File: config.mk
export PLATFORM = sky130hd
export DESIGN_NAME = fm_modulator_flat
export DESIGN_NICKNAME = d
export VERILOG_FILES = /design/src/rtl/fm_modulator_if.sv /design/src/rtl/fm_modulator.sv /design/src/flat_wrapper.sv
export SDC_FILE = /design/constraint.sdc
export NUM_CORES = 1
export LEC_CHECK = 0
export ABC_AREA = 0
export CORE_ASPECT_RATIO = 1.5
export CORE_MARGIN = 3
export CORE_UTILIZATION = 55
export DETAILED_ROUTE_END_ITERATION = 7
export PLACE_DENSITY = 0.74
export SYNTH_ARGS = -nofsm -noshare
export SYNTH_HDL_FRONTEND = slang
export SYNTH_SLANG_ARGS = --single-unit
export TNS_END_PERCENT = 5
File: constraint.sdc
create_clock -name clk -period 9.1 [get_ports clk]
set_input_delay 2.275 -clock clk [delete_from_list [all_inputs] [get_ports clk]]
set_output_delay 2.275 -clock clk [all_outputs]
set_load 0.005 [all_outputs]
File: src/rtl/fm_modulator_if.sv
// Sample-stream bundle for fm_modulator: audio samples in, interleaved I/Q samples out.
interface fm_modulator_if;
  logic [9:0] audio;
  logic       audio_valid;
  logic       audio_ready;
  logic [9:0] X;
  logic [2:0] channel;
  logic       x_valid;

  modport master (
    output audio, audio_valid,
    input  audio_ready, X, channel, x_valid
  );

  modport slave (
    input  audio, audio_valid,
    output audio_ready, X, channel, x_valid
  );
endinterface

File: src/rtl/fm_modulator.sv
// FM modulator: phase accumulator driven by audio deviation, quarter-wave LUT emits I then Q.
// Optional pre-emphasis on the audio path is enabled by defining FM_MOD_PREEMPH_EN.
module fm_modulator #(
  parameter int                 PHASE_W     = 16,
  parameter logic [PHASE_W-1:0] INC_CARRIER = '0,
  parameter int                 DEV_SHIFT   = 4
) (
  input  logic         clk,
  input  logic         rstn,
  input  logic         en,
  fm_modulator_if.slave bus
);

  typedef enum logic [1:0] {IDLE, CALC, OUT_I, OUT_Q} state_t;

  state_t              state_q, state_d;
  logic [PHASE_W-1:0]  phase_q, phase_d;
  logic signed [9:0]   samp_q, samp_d;
  logic [9:0]          x_q, x_d;
  logic [2:0]          channel_q, channel_d;
  logic                x_valid_q, x_valid_d;

  logic                accept;
  logic signed [9:0]   a_in, y_in;
  logic [PHASE_W-1:0]  freq_word, phase_next;
  logic [7:0]          idx;
  logic signed [9:0]   cos_v, sin_v;

  // Quarter-wave magnitude, m in 0..64; entry 64 is the peak not held in the table.
  function automatic logic [8:0] qlut(input logic [6:0] m);
    logic [8:0] r;
    case (m[5:0])
      6'd0:  r = 9'd0;   6'd1:  r = 9'd13;  6'd2:  r = 9'd25;  6'd3:  r = 9'd38;
      6'd4:  r = 9'd50;  6'd5:  r = 9'd63;  6'd6:  r = 9'd75;  6'd7:  r = 9'd87;
      6'd8:  r = 9'd100; 6'd9:  r = 9'd112; 6'd10: r = 9'd124; 6'd11: r = 9'd136;
      6'd12: r = 9'd148; 6'd13: r = 9'd160; 6'd14: r = 9'd172; 6'd15: r = 9'd184;
      6'd16: r = 9'd196; 6'd17: r = 9'd207; 6'd18: r = 9'd218; 6'd19: r = 9'd230;
      6'd20: r = 9'd241; 6'd21: r = 9'd252; 6'd22: r = 9'd263; 6'd23: r = 9'd273;
      6'd24: r = 9'd284; 6'd25: r = 9'd294; 6'd26: r = 9'd304; 6'd27: r = 9'd314;
      6'd28: r = 9'd324; 6'd29: r = 9'd334; 6'd30: r = 9'd343; 6'd31: r = 9'd352;
      6'd32: r = 9'd361; 6'd33: r = 9'd370; 6'd34: r = 9'd379; 6'd35: r = 9'd387;
      6'd36: r = 9'd395; 6'd37: r = 9'd403; 6'd38: r = 9'd410; 6'd39: r = 9'd418;
      6'd40: r = 9'd425; 6'd41: r = 9'd432; 6'd42: r = 9'd438; 6'd43: r = 9'd445;
      6'd44: r = 9'd451; 6'd45: r = 9'd456; 6'd46: r = 9'd462; 6'd47: r = 9'd467;
      6'd48: r = 9'd472; 6'd49: r = 9'd477; 6'd50: r = 9'd481; 6'd51: r = 9'd485;
      6'd52: r = 9'd489; 6'd53: r = 9'd492; 6'd54: r = 9'd496; 6'd55: r = 9'd499;
      6'd56: r = 9'd501; 6'd57: r = 9'd503; 6'd58: r = 9'd505; 6'd59: r = 9'd507;
      6'd60: r = 9'd509; 6'd61: r = 9'd510; 6'd62: r = 9'd510; 6'd63: r = 9'd511;
      default: r = 9'd0;
    endcase
    if (m[6]) r = 9'd511;
    return r;
  endfunction

  function automatic logic signed [9:0] sine(input logic [7:0] k);
    logic [6:0] m;
    logic [8:0] mag;
    m   = k[6] ? (7'd64 - {1'b0, k[5:0]}) : {1'b0, k[5:0]};
    mag = qlut(m);
    return k[7] ? -$signed({1'b0, mag}) : $signed({1'b0, mag});
  endfunction

  function automatic logic [9:0] to_offset(input logic signed [9:0] s);
    return {~s[9], s[8:0]};
  endfunction

  assign bus.audio_ready = en & (state_q == IDLE);
  assign accept          = bus.audio_valid & bus.audio_ready;
  assign a_in            = {~bus.audio[9], bus.audio[8:0]};

  assign freq_word  = INC_CARRIER + ({{(PHASE_W-10){samp_q[9]}}, samp_q} << DEV_SHIFT);
  assign phase_next = phase_q + freq_word;
  // The I sample is looked up from the phase being written, so it lands on entry to OUT_I.
  assign idx   = (state_q == CALC) ? phase_next[PHASE_W-1 -: 8] : phase_q[PHASE_W-1 -: 8];
  assign cos_v = sine(idx + 8'd64);
  assign sin_v = sine(idx);

`ifdef FM_MOD_PREEMPH_EN
  logic signed [9:0]  a_prev_q, a_prev_d;
  logic signed [11:0] a_ext, diff, y_wide;

  always_comb begin
    a_ext  = {{2{a_in[9]}}, a_in};
    diff   = a_ext - {{2{a_prev_q[9]}}, a_prev_q};
    y_wide = a_ext + (diff >>> 1);
    if (y_wide > 12'sd511)       y_in = 10'sd511;
    else if (y_wide < -12'sd511) y_in = -10'sd511;
    else                         y_in = y_wide[9:0];
    a_prev_d = accept ? a_in : a_prev_q;
  end

  always_ff @(posedge clk) begin
    if (!rstn)   a_prev_q <= '0;
    else if (en) a_prev_q <= a_prev_d;
  end
`else
  assign y_in = a_in;
`endif

  always_comb begin
    state_d   = state_q;
    phase_d   = phase_q;
    samp_d    = samp_q;
    x_d       = x_q;
    channel_d = channel_q;
    x_valid_d = x_valid_q;
    if (en) begin
      case (state_q)
        IDLE: if (accept) begin
          samp_d  = y_in;
          state_d = CALC;
        end
        CALC: begin
          phase_d   = phase_next;
          x_d       = to_offset(cos_v);
          channel_d = 3'b110;
          x_valid_d = 1'b1;
          state_d   = OUT_I;
        end
        OUT_I: begin
          x_d       = to_offset(sin_v);
          channel_d = 3'b100;
          x_valid_d = 1'b1;
          state_d   = OUT_Q;
        end
        default: begin
          channel_d = 3'b000;
          x_valid_d = 1'b0;
          state_d   = IDLE;
        end
      endcase
    end
  end

  always_ff @(posedge clk) begin
    if (!rstn) begin
      state_q   <= IDLE;
      phase_q   <= '0;
      samp_q    <= '0;
      x_q       <= 10'd512;
      channel_q <= 3'b000;
      x_valid_q <= 1'b0;
    end else begin
      state_q   <= state_d;
      phase_q   <= phase_d;
      samp_q    <= samp_d;
      x_q       <= x_d;
      channel_q <= channel_d;
      x_valid_q <= x_valid_d;
    end
  end

  assign bus.X       = x_q;
  assign bus.channel = channel_q;
  assign bus.x_valid = x_valid_q & en;

endmodule

File: src/flat_wrapper.sv
// flat-port wrapper written by rule: the top's interface ports become plain ports
module fm_modulator_flat 
#(
  parameter int                 PHASE_W     = 16,
  parameter logic [PHASE_W-1:0] INC_CARRIER = '0,
  parameter int                 DEV_SHIFT   = 4
)
  (clk, rstn, en, bus_audio, bus_audio_valid, bus_audio_ready, bus_X, bus_channel, bus_x_valid);
  fm_modulator_if bus_i ();
  input  logic clk;
  input  logic rstn;
  input  logic en;
  input wire logic [$bits(bus_i.audio)-1:0] bus_audio;
  input wire logic [$bits(bus_i.audio_valid)-1:0] bus_audio_valid;
  output wire logic [$bits(bus_i.audio_ready)-1:0] bus_audio_ready;
  output wire logic [$bits(bus_i.X)-1:0] bus_X;
  output wire logic [$bits(bus_i.channel)-1:0] bus_channel;
  output wire logic [$bits(bus_i.x_valid)-1:0] bus_x_valid;
  assign bus_i.audio = bus_audio;
  assign bus_i.audio_valid = bus_audio_valid;
  assign bus_audio_ready = bus_i.audio_ready;
  assign bus_X = bus_i.X;
  assign bus_channel = bus_i.channel;
  assign bus_x_valid = bus_i.x_valid;
  fm_modulator #(.PHASE_W(PHASE_W), .INC_CARRIER(INC_CARRIER), .DEV_SHIFT(DEV_SHIFT)) u_core (.clk(clk), .rstn(rstn), .en(en), .bus(bus_i));
endmodule
==> results.txt <==
----------------------------------------------------
[Clock network]
  Number of gates given a new drive strength after cts ... 0
  Post-CTS Hold Fix Bufs ... 0
  Clock tree sinks ... 36
  Setup fix buffers added after clock tree synthesis ... 0
  CTS Buffer Depth ... 2
  Clk pin slew, worst setup/hold paths ... 0.06 ns
  CTS root buffer ... sky130_fd_sc_hd__clkbuf_16
  Max H-tree Level ... 2
  Clk_lat worst skew ... between 0.2 and 0.3 ns
  CTS Buf Count ... 5
  Clock tree from TritonCTS ... built

[Synth]
  Compound-gate portion of the synthesized area ... around two fifths
  Seq/Total Area, Yosys ... roughly an eighth
  Most used flip-flop cell after synthesis ... sky130_fd_sc_hd__dfxtp_1
  Mean post-synth cell area ... between 7 and 8 um^2
  Cell type with the largest total area after synthesis ... sky130_fd_sc_hd__dfxtp_1
  YS warnings ... 0
  Most common cell in the synthesized netlist ... sky130_fd_sc_hd__nand2_1
  Area contributors post-synth ... sky130_fd_sc_hd__dfxtp_1, sky130_fd_sc_hd__ha_1, sky130_fd_sc_hd__nand2_1
  Share of async-settable or async-resettable flops after synthesis ... 0%
  Synthesized instance count ... 852
  Post-synth cell types ... just over 100
  Most numerous cell types in the synthesized netlist ... sky130_fd_sc_hd__nand2_1, sky130_fd_sc_hd__nor2_1, sky130_fd_sc_hd__o21ai_0, sky130_fd_sc_hd__a21oi_1, sky130_fd_sc_hd__ha_1
  Share of Yosys cell area claimed by the top area cell type ... 11.74%
  Count of state elements after synthesis ... 36
  Number of enable flip-flop cells after synthesis ... 0
  Synth Area in Adders ... under 10%
  Number of nets produced by synthesis ... 909
  Post-synthesis mux area share ... 4.156%
  Xor and xnor fraction of the mapped netlist area ... approximately 3.2%
  Area share of and/or/nand/nor cells after synthesis ... 24.71%
  Total standard cell area after synthesis ... 0.006141 mm^2
  Dominant combinational cell family by area after synthesis ... compound AO/OA/AOI/OAI gates

[Worst setup path]
  Startpoint of the lowest-slack register-to-register path ... u_core.samp_q[0]
  Critical path's top delay family ... compound AO/OA/AOI/OAI gates
  Levels on crit path ... 21
  Crit. End Element ... flop
  Largest stage delay, worst path ... 0.87 ns
  Crit path buf inv count ... 2
  Worst Reg-to-Reg Cells ... 21
  List of cells traversed by the critical path ... ha_1 -> inv_1 -> fa_1 -> and2b_1 -> or3_1 -> and3_1 -> ha_1 -> o2111ai_1 -> a21oi_1 -> nor3_1 -> nor2_1 -> a2111oi_0 -> o31ai_1 -> nor2_1 -> ha_1 -> inv_1 -> a311o_1 -> nor2_1 -> a21oi_1 -> xor2_1 -> a211oi_1
  Worst Path Max Fanout ... 21
  Reg2reg end ... u_core.bus.X[8]
  Kind of start point of the critical path ... flop
  CP startpoint ... u_core.samp_q[0]
  R2R setup slack ... 1.72 ns
  Kind of critical path ... flop to flop
  Data arrival time of the critical path ... 7.54 ns
  Worst Setup EP ... u_core.bus.X[8]
  Required time of the critical path ... slightly above 9 ns
  Critical-path cell with the highest stage delay ... sky130_fd_sc_hd__nor2_1

[Global route]
  Overall Global Routing Usage ... between 30% and 40%
  Pin count of the biggest net entering global routing ... 37
  Congestion Overflow GR ... 0
  Antenna violations before repair ... 0
  Number of global-route vias before repair ... 6677
  Global-route wire length before repair ... roughly 35000 um

[Finish]
  Net count reported at finish ... ~890
  Total non-filler cell area in the finished layout ... 0.006541 mm^2
  Antenna diode instance count ... 0
  Fill cell instance count of the final layout ... 1000
  Share of post-route cells with drive strength above 1 ... under 10%
  Layout overhead on the synthesized area ... 6.520%

[Pwr]
  Cell-internal power ... 403.6 uW
  Overall power ... 740.9 uW
  Power density cells ... 113.3 mW/mm^2
  Register share of total power ... 23.1%
  Clk network pwr share ... a little under a quarter
  Logic pwr share ... 53.2%
  Switching power as a share of total power ... 45.52%
  Leakage ... 2.532 nW
  Peak supply drop ... 0.1167 mV
  Net switching power of the design ... between 300 and 400 uW

[Drt]
  Pre-antenna DRT Iters ... 8
  WL/cell ... 22.44 um
  DRC violation count after routing ... 1
  Ratio of routed vias to standard cells ... 7.224
  Post-detailed-route count of antenna-violating nets ... 0
  Routed via count ... between 7000 and 8000
  Post-detailed-routing wire length ... between 20000 and 25000 um
  Iter 0 DRT Violations ... about 970

[Floorplanning]
  Die H ... roughly 140 um
  Area of the core ... 0.01076 mm^2
  Site row count ... 46
  Initial Utilization ... between 50% and 60%
  I/O pins ... 29
  Total die area ... 0.01250 mm^2
  Die width ... roughly 90 um

[Timing]
  Final setup violation count ... 0
  Hold Vio Cnt, Final ... 0
  Max transition margin ... 25.08%
  Part of the cycle the worst path needs ... 81.10%
  Unrepaired setup endpoints after global routing ... no
  Setup WS post-layout ... around 1.7 ns
  Worst slack on hold paths ... roughly 0.47 ns
  Slew at the pin closest to its max-slew limit ... approximately 1.1 ns
  Shortest clock period the worst path allows after layout ... 7.380 ns
  Setup TNS ... 0 ns
  Achievable frequency ... ~140 MHz
  Number of slew-limit violations in the final report ... 0
  Max Clock Skew ... 0.007329 ns

[Worst hold path]
  Worst min-delay path class ... flop to flop
  Number of stages on the worst hold path ... 2

[Run status]
  Result of the run ... finished with violations
  Failing checks ... DRC

[Placed design]
  Pre-CTS WS ... around 2 ns
  DP Area ... 0.006392 mm^2
  HPWL after detailed placement ... roughly 16000 um
  Number of I/O port buffers ... 27
  Placer Congestion ... 1.052

[Job]
  MaxCap Viol Count ... 0

----------------------------------------------------
[tightest hold or removal path: cells and delay by family (launching register included)]
family	cells	cell delay [ns]
flops	1	0.31
compound gates	1	0.06
simple gates	1	0.05
[layout by cell type, fill, tap and decap left out, drive strengths merged, types with 9 or more instances in the layout]
cell type,synthesis,final
a211oi,17,17
a21boi,19,19
a21oi,50,50
a221oi,11,11
a31oi,14,14
and2,12,12
buf,35,11
clkdlybuf4s50,0,27
dfxtp,36,36
ha,42,42
inv,32,32
mux2i,21,21
nand2,91,91
nand2b,11,11
nand3,40,40
nor2,64,64
nor2b,9,9
nor3,35,35
o2111ai,11,11
o211a,11,11
o211ai,25,25
o21ai,71,71
o22ai,9,9
xnor2,11,11
xor2,9,9
[final cells by class]
type	count	area, um^2	share of cell area, %
Multi-Input combinational cell	724	5019	76.72
Sequential cell	36	720.7	11.02
Timing Repair Buffer	38	352.8	5.394
Tap cell	144	180.2	2.754
Clock buffer	5	125.1	1.913
Inverter	32	120.1	1.836
Clock inverter	3	23.77	0.3634
[routing by layer]
| layer | part of all wire [%] | vias to the layer above | global-route usage (%) |
|---|---|---|---|
| li1 | - | 3215 | - |
| met5 | 0 | - | 0 |
| met4 | 7.9 | 0 | 23.39 |
| met2 | 48 | 470 | 60.41 |
| met1 | 37 | 3275 | 40.20 |
| met3 | 7.3 | 134 | 5.559 |
[power groups by stage]
stage / registers [mW] / clock network, mW / logic, mW
4_1_cts: 0.171 / 0.180 / 0.379
2_1_floorplan: 0.173 / 0 / 0.281
6_report: 0.171 / 0.176 / 0.394
3_5_place_dp: 0.174 / 0 / 0.377
3_3_place_gp: 0.174 / 0 / 0.373
5_1_grt: 0.172 / 0.184 / 0.426
[cells by family after synthesis]
logic type               after synthesis
AO/OA/AOI/OAI                        328
XOR/XNOR                              20
adder cells (fa/ha/maj)               43
buffers and inverters                 92
flip-flops                            36
multiplexers                          25
other                                  1
AND/OR/NAND/NOR                      307
[through the flow]
step                      util, %  cells
after floorplan                 -    852
after global placement      59.39    974
after detailed placement    59.39    974
after CTS                   60.78    982
after global routing        60.78    982
final                       60.78    982
[worst min path at each step]
stage	from	to	slack [ns]
3_5_place_dp	u_core.samp_q[6]	u_core.samp_q[6]	0.47
4_1_cts	u_core.samp_q[6]	u_core.samp_q[6]	0.48
3_3_place_gp	u_core.phase_q[6]	u_core.phase_q[6]	0.46
6_report	u_core.samp_q[0]	u_core.samp_q[0]	0.47
5_1_grt	u_core.samp_q[6]	u_core.samp_q[6]	0.50
2_1_floorplan	u_core.phase_q[6]	u_core.phase_q[6]	0.44
[state kept, by name (all words and copies together) (netlist names)]
register / count
u_core.phase_q: 12
u_core.bus.channel: 1
u_core.state_q: 2
u_core.samp_q: 10
u_core.x_valid_q: 1
u_core.bus.X: 10
No activity file was read; power rests on OpenSTA's default activity.
